<file path="src/rtl/lora_uart_rx.sv">
// lora_uart_rx: 8N1 LSB-first UART receiver for the LoRa module serial link.
// Works with an external baud generator: bps_start enables it, and
// bps_clk is its mid-bit sample strobe. A received byte is held in a
// one-entry register and handed off with valid/ready. Frame errors and
// overruns are reported as one-cycle pulses. A watchdog aborts the frame
// if the baud generator stops pulsing.
module lora_uart_rx #(
    parameter int DATA_BITS = 8,
    parameter int BPS_CNT   = 434,
    parameter int WDOG_CNT  = 2 * BPS_CNT
) (
    input  logic                 clk,
    input  logic                 rst_n,
    input  logic                 rx,
    input  logic                 bps_clk,
    output logic                 bps_start,
    output logic [DATA_BITS-1:0] rx_data,
    output logic                 rx_valid,
    input  logic                 rx_ready,
    output logic                 frame_err,
    output logic                 overrun
);

    localparam int BCW = $clog2(DATA_BITS + 1);
    localparam int WDW = $clog2(WDOG_CNT + 1);

    localparam logic [1:0] IDLE  = 2'd0;
    localparam logic [1:0] START = 2'd1;
    localparam logic [1:0] DATA  = 2'd2;
    localparam logic [1:0] STOP  = 2'd3;

    logic [1:0]           state;
    logic                 rx_s1, rx_s2, rx_d;
    logic [BCW-1:0]       bit_cnt;
    logic [DATA_BITS-1:0] shreg;
    logic [WDW-1:0]       wdog;
    logic                 fall;
    logic                 wdog_trip;

    // A start edge is a synchronized low that was high one clock earlier.
    assign fall = ~rx_s2 & rx_d;

    // The watchdog trips when the baud generator has gone silent for
    // WDOG_CNT clocks in the middle of a frame.
    assign wdog_trip = (state != IDLE) && !bps_clk && (wdog == WDW'(WDOG_CNT - 1));

    // Two-flop synchronizer on the async line, plus a delay flop for edge detection.
    // These flops reset to the idle-high level so that reset creates no false edge.
    always_ff @(posedge clk or negedge rst_n) begin
        if (!rst_n) begin
            rx_s1 <= 1'b1;
            rx_s2 <= 1'b1;
            rx_d  <= 1'b1;
        end else begin
            rx_s1 <= rx;
            rx_s2 <= rx_s1;
            rx_d  <= rx_s2;
        end
    end

    // Watchdog counter: clears on each sample strobe and counts while a frame is active.
    always_ff @(posedge clk or negedge rst_n) begin
        if (!rst_n) begin
            wdog <= '0;
        end else if (state == IDLE || bps_clk || wdog_trip) begin
            wdog <= '0;
        end else begin
            wdog <= wdog + 1'b1;
        end
    end

    // Frame FSM, shift register, holding register and error pulses.
    always_ff @(posedge clk or negedge rst_n) begin
        if (!rst_n) begin
            state     <= IDLE;
            bps_start <= 1'b0;
            bit_cnt   <= '0;
            shreg     <= '0;
            rx_data   <= '0;
            rx_valid  <= 1'b0;
            frame_err <= 1'b0;
            overrun   <= 1'b0;
        end else begin
            frame_err <= 1'b0;
            overrun   <= 1'b0;

            // Consumer handshake; a load on the same clock below takes priority.
            if (rx_valid && rx_ready)
                rx_valid <= 1'b0;

            if (wdog_trip) begin
                bps_start <= 1'b0;
                state     <= IDLE;
                frame_err <= 1'b1;
            end else begin
                case (state)
                    IDLE: begin
                        // Any bps_clk seen here is ignored.
                        if (fall) begin
                            bps_start <= 1'b1;
                            state     <= START;
                        end
                    end
                    START: begin
                        if (bps_clk) begin
                            if (!rx_s2) begin
                                bit_cnt <= '0;
                                state   <= DATA;
                            end else begin
                                // The line was high at mid start bit, so this was a glitch.
                                bps_start <= 1'b0;
                                state     <= IDLE;
                            end
                        end
                    end
                    DATA: begin
                        if (bps_clk) begin
                            shreg <= {rx_s2, shreg[DATA_BITS-1:1]};
                            if (bit_cnt == BCW'(DATA_BITS - 1))
                                state <= STOP;
                            else
                                bit_cnt <= bit_cnt + 1'b1;
                        end
                    end
                    STOP: begin
                        if (bps_clk) begin
                            // Return to IDLE at mid stop bit so that a start edge
                            // arriving back-to-back is still caught.
                            bps_start <= 1'b0;
                            state     <= IDLE;
                            if (rx_s2) begin
                                if (!rx_valid || rx_ready) begin
                                    rx_data  <= shreg;
                                    rx_valid <= 1'b1;
                                end else begin
                                    overrun <= 1'b1;
                                end
                            end else begin
                                frame_err <= 1'b1;
                            end
                        end
                    end
                    default: begin
                        bps_start <= 1'b0;
                        state     <= IDLE;
                    end
                endcase
            end
        end
    end

endmodule

</file>
<file path="config.mk">
export PLATFORM = sky130hd
export DESIGN_NAME = lora_uart_rx
export DESIGN_NICKNAME = d
export VERILOG_FILES = /design/src/rtl/lora_uart_rx.sv
export SDC_FILE = /design/constraint.sdc
export NUM_CORES = 1
export LEC_CHECK = 0
export BUFFER_PORTS_ARGS = -buffer_cell sky130_fd_sc_hd__buf_4
export CAP_MARGIN = 15
export CORE_MARGIN = 5
export CORE_UTILIZATION = 49
export DETAILED_ROUTE_END_ITERATION = 7
export PLACE_DENSITY = 0.75
export REMOVE_ABC_BUFFERS = 1
export SETUP_SLACK_MARGIN = 0.3
export SYNTH_ARGS = -nofsm -noshare
export SYNTH_HDL_FRONTEND = slang
export SYNTH_SLANG_ARGS = --single-unit
</file>
<file path="constraint.sdc">
create_clock -name clk -period 3.2 [get_ports clk]
set_input_delay 0.64 -clock clk [delete_from_list [all_inputs] [get_ports clk]]
set_output_delay 0.64 -clock clk [all_outputs]
set_load 0.03 [all_outputs]
</file>
==> tab_implementation.tex <==
\begin{tabular}{lr}
\hline
Metric & Value \\
\hline
\multicolumn{2}{l}{\textbf{Clocking}} \\
Clock root cell & clkbuf\_4 \\
H-tree depth & 2 \\
Total clock buffers created by CTS & 5 \\
Gates resized, CTS repair & 0 \\
Clock Latency Late Sink & 0.34 ns \\
Setup Buffers After CTS & 0 \\
Maximum buffer depth of the clock tree & 2 \\
Clock tree from TritonCTS & yes \\
Clock-pin transition on the worst setup and hold timing paths & 0.11 ns \\
Hold\_buf cts & 0 \\
Clock Sink Count & 39 \\
\multicolumn{2}{l}{\textbf{Power and ir drop}} \\
Total power per unit cell area & 687 mW/mm2 \\
Worst IR drop on VDD & 0.290 mV \\
Static power due to leakage & 0.915 nW \\
\multicolumn{2}{l}{\textbf{Timing}} \\
Share of the clock period used by the worst path & 58.9\% \\
Final critical path time including I/O delays and setup & 1.89 ns \\
Post-route setup slack & 1.31 ns \\
Hold violation count in the final report & 0 \\
Headroom to the max-slew limit & 54.5\% \\
Clock skew after layout & 0.00578 ns \\
Worst Tran Pin Value & 0.681 ns \\
Final setup viols & 0 \\
RSZ-0062 raised after global routing & false \\
Max frequency & 530 MHz \\
Count of final max-slew check failures & 0 \\
Aggregate negative setup slack & 0 ns \\
\multicolumn{2}{l}{\textbf{Flow run}} \\
Maxcap violations & 0 \\
\multicolumn{2}{l}{\textbf{Drt}} \\
Drt initial violations & 104 \\
Via total after detailed routing & 1214 \\
DRC violations left & 0 \\
Total detailed-routing wirelength & 2990 um \\
Mean routed wirelength per cell & 13.5 um \\
First-pass iteration count of the detailed router & 4 \\
Number of vias per cell after detailed routing & 5.47 \\
Remaining number of nets flagged by the antenna check after routing & 0 \\
\multicolumn{2}{l}{\textbf{Layout}} \\
Multi-input gate area in the final layout & 666 um2 \\
Most frequent standard cell in the layout excluding fill and tap cells & dfrtp\_1 \\
Share of final-layout standard cells stronger than drive strength 1 & 22.2\% \\
Final \#Nets & 182 \\
Most frequent cells in the layout & 36 x dfrtp\_1, 31 x nand2\_1, 16 x buf\_4 \\
Area delta synth->final & 13.8\% \\
Final instance area & 0.00194 mm2 \\
Sequential standard cell area & 980 um2 \\
Number of fill cells in the layout & 301 \\
Number of diodes added for antenna fixing & 0 \\
\multicolumn{2}{l}{\textbf{Worst setup path}} \\
Critical Path Start Type & flip-flop \\
Endpoint class of the critical path & flip-flop \\
Signal arrival time at the worst endpoint & 2.12 ns \\
Buffers \& Inverters on Critical Path & 0 \\
Family of cells with the greatest summed delay on the critical path & simple AND/OR/NAND/NOR gates \\
Ordered list of cells on the worst path & nand4\_1 > nor2b\_1 > mux2\_2 \\
Reg2Reg Setup Slack & 1.31 ns \\
Slowest cell delay on critical path & 0.62 ns \\
Required time reported for the critical path endpoint & 3.43 ns \\
Category of the critical setup timing path & flip-flop to flip-flop \\
Highest-delay cell along the critical path & dfstp\_2 \\
Maximum fanout along the worst path & 8 \\
\multicolumn{2}{l}{\textbf{Global route}} \\
Wire length of the first global-routing pass & 5290 um \\
Total overflow reported by the global router & 0 \\
Maximum number of pins on one net before global-route repair & 40 \\
Number of global-route vias before repair & 1173 \\
Number of antenna violations at the first check in global routing & 0 \\
Gr usage total & 15.3\% \\
\multicolumn{2}{l}{\textbf{Placement}} \\
Detailed placement HPWL & 2110 um \\
Port bufs & 16 \\
Routability-driven placement congestion ratio & 0.781 \\
Setup slack at placement & 1.18 ns \\
Cell area reported after detailed placement & 0.00185 mm2 \\
\multicolumn{2}{l}{\textbf{Synthesis}} \\
Primary FF master, synth & dfrtp\_1 \\
Post-synthesis sequential element count & 39 \\
Fraction of the yosys area taken by sequential cells & 57.6\% \\
Proportion of register bits with asynchronous set or reset after synthesis & 100\% \\
Syn Area/Cell & 10.8 um2 \\
Area of the mapped netlist & 0.00170 mm2 \\
Post-synthesis cell type count & 43 \\
Mapped Cells & 158 \\
Number of synthesized flops with an enable pin & 0 \\
Yosys warning total & 0 \\
\multicolumn{2}{l}{\textbf{Floorplanning}} \\
Number of top-level pins & 17 \\
Initial core utilization & 51.0\% \\
Core Region & 0.00334 mm2 \\
Chip Width & 68.9 um \\
Placement Rows & 21 \\
Area enclosed by the die boundary & 0.00475 mm2 \\
Height of the chip & 68.9 um \\
\multicolumn{2}{l}{\textbf{Outcome}} \\
Status & finished, final reports clean \\
\multicolumn{2}{l}{\textbf{Hold path}} \\
Path type of the worst min-delay path & input port to asynchronous set/reset pin \\
\hline
\end{tabular}
==> layer usage <==
metal / track usage [%] / part of all wire (%) / vias up
met4: 7.54 / 2.0 / 0
met1: 18.1 / 44 / 604
met3: 4.38 / 3.3 / 6
li1: - / - / 587
met2: 25.5 / 51 / 17
met5: 0 / 0 / -
==> where the power goes <==
part | internal [W] | switching [W]
combinational | 0.000124 | 0.000173
clock | 0.000185 | 0.000159
sequential | 0.000596 | 0.0000931
total | 0.000904 | 0.000426
==> cells in the mapped netlist, types with 2 or more instances <==
master    number  share of area, %
dfrtp_1       36                53
nand2_1       31               6.8
mux2_2         8               5.3
inv_1          7               1.5
nand3_1        7               2.1
nor2_1         7               1.5
o21ai_0        7               2.1
a21oi_1        5               1.5
buf_2          5               1.5
dfstp_2        3               4.6
nand4_1        3               1.1
and3b_1        2               1.0
ha_1           2               1.5
nand3b_1       2              0.88
nor2b_1        2              0.74
o31ai_1        2              0.88
or3_1          2              0.74
xor2_1         2               1.0
==> worst reg2reg max path, stage by stage, from the launching register on <==
cell	delay [ns]
dfstp_2	0.62
nand4_1	0.17
nor2b_1	0.58
mux2_2	0.41
==> state kept, by name, indices dropped and copies added, names as in the netlist, 2 cells and up <==
| register | flops |
|---|---|
| wdog | 10 |
| rx_data | 8 |
| shreg | 8 |
| bit_cnt | 4 |
| state | 2 |
==> logic make-up after synthesis <==
kind of cell | Yosys count | share of synthesized area [%]
simple gates | 67 | 20.6
flops | 39 | 57.6
compound gates | 25 | 9.64
buf+inv | 13 | 3.24
mux | 9 | 5.89
xor+xnor | 3 | 1.55
fa+ha+maj | 2 | 1.47
==> cell type report <==
cell class,instances,area share (%)
sequential,39,50.6
timing repair buffer,16,6.21
inverter,7,1.36
tap,46,2.97
clock buffer,6,2.65
multi-input combinational,106,34.4
clock inverter,2,1.81
==> per-stage QoR <==
step                cells  hold WS, ns  util (%)  power [W]
floorplan             152        0.344         -   0.000883
global placement      214        0.346      55.4   0.000981
detailed placement    214        0.347      55.4    0.00100
CTS                   222        0.254      58.0    0.00134
global route          222        0.269      58.0    0.00142
finish                222        0.244      58.0    0.00133
==> final timing paths <==
check | from | cells past startpoint | end
max in group asynchronous | rst_n | 1 | rx_s2
setup reg to reg | rx_s2 | 3 | rx_data[5]
hold / removal | rst_n | 1 | bit_cnt[1]
min in group clk | rx_s1 | 0 | rx_s2
setup / recovery | rx_s2 | 3 | rx_data[5]
hold reg to reg | rx_s1 | 0 | rx_s2
Power figures use the tool's default switching activity.
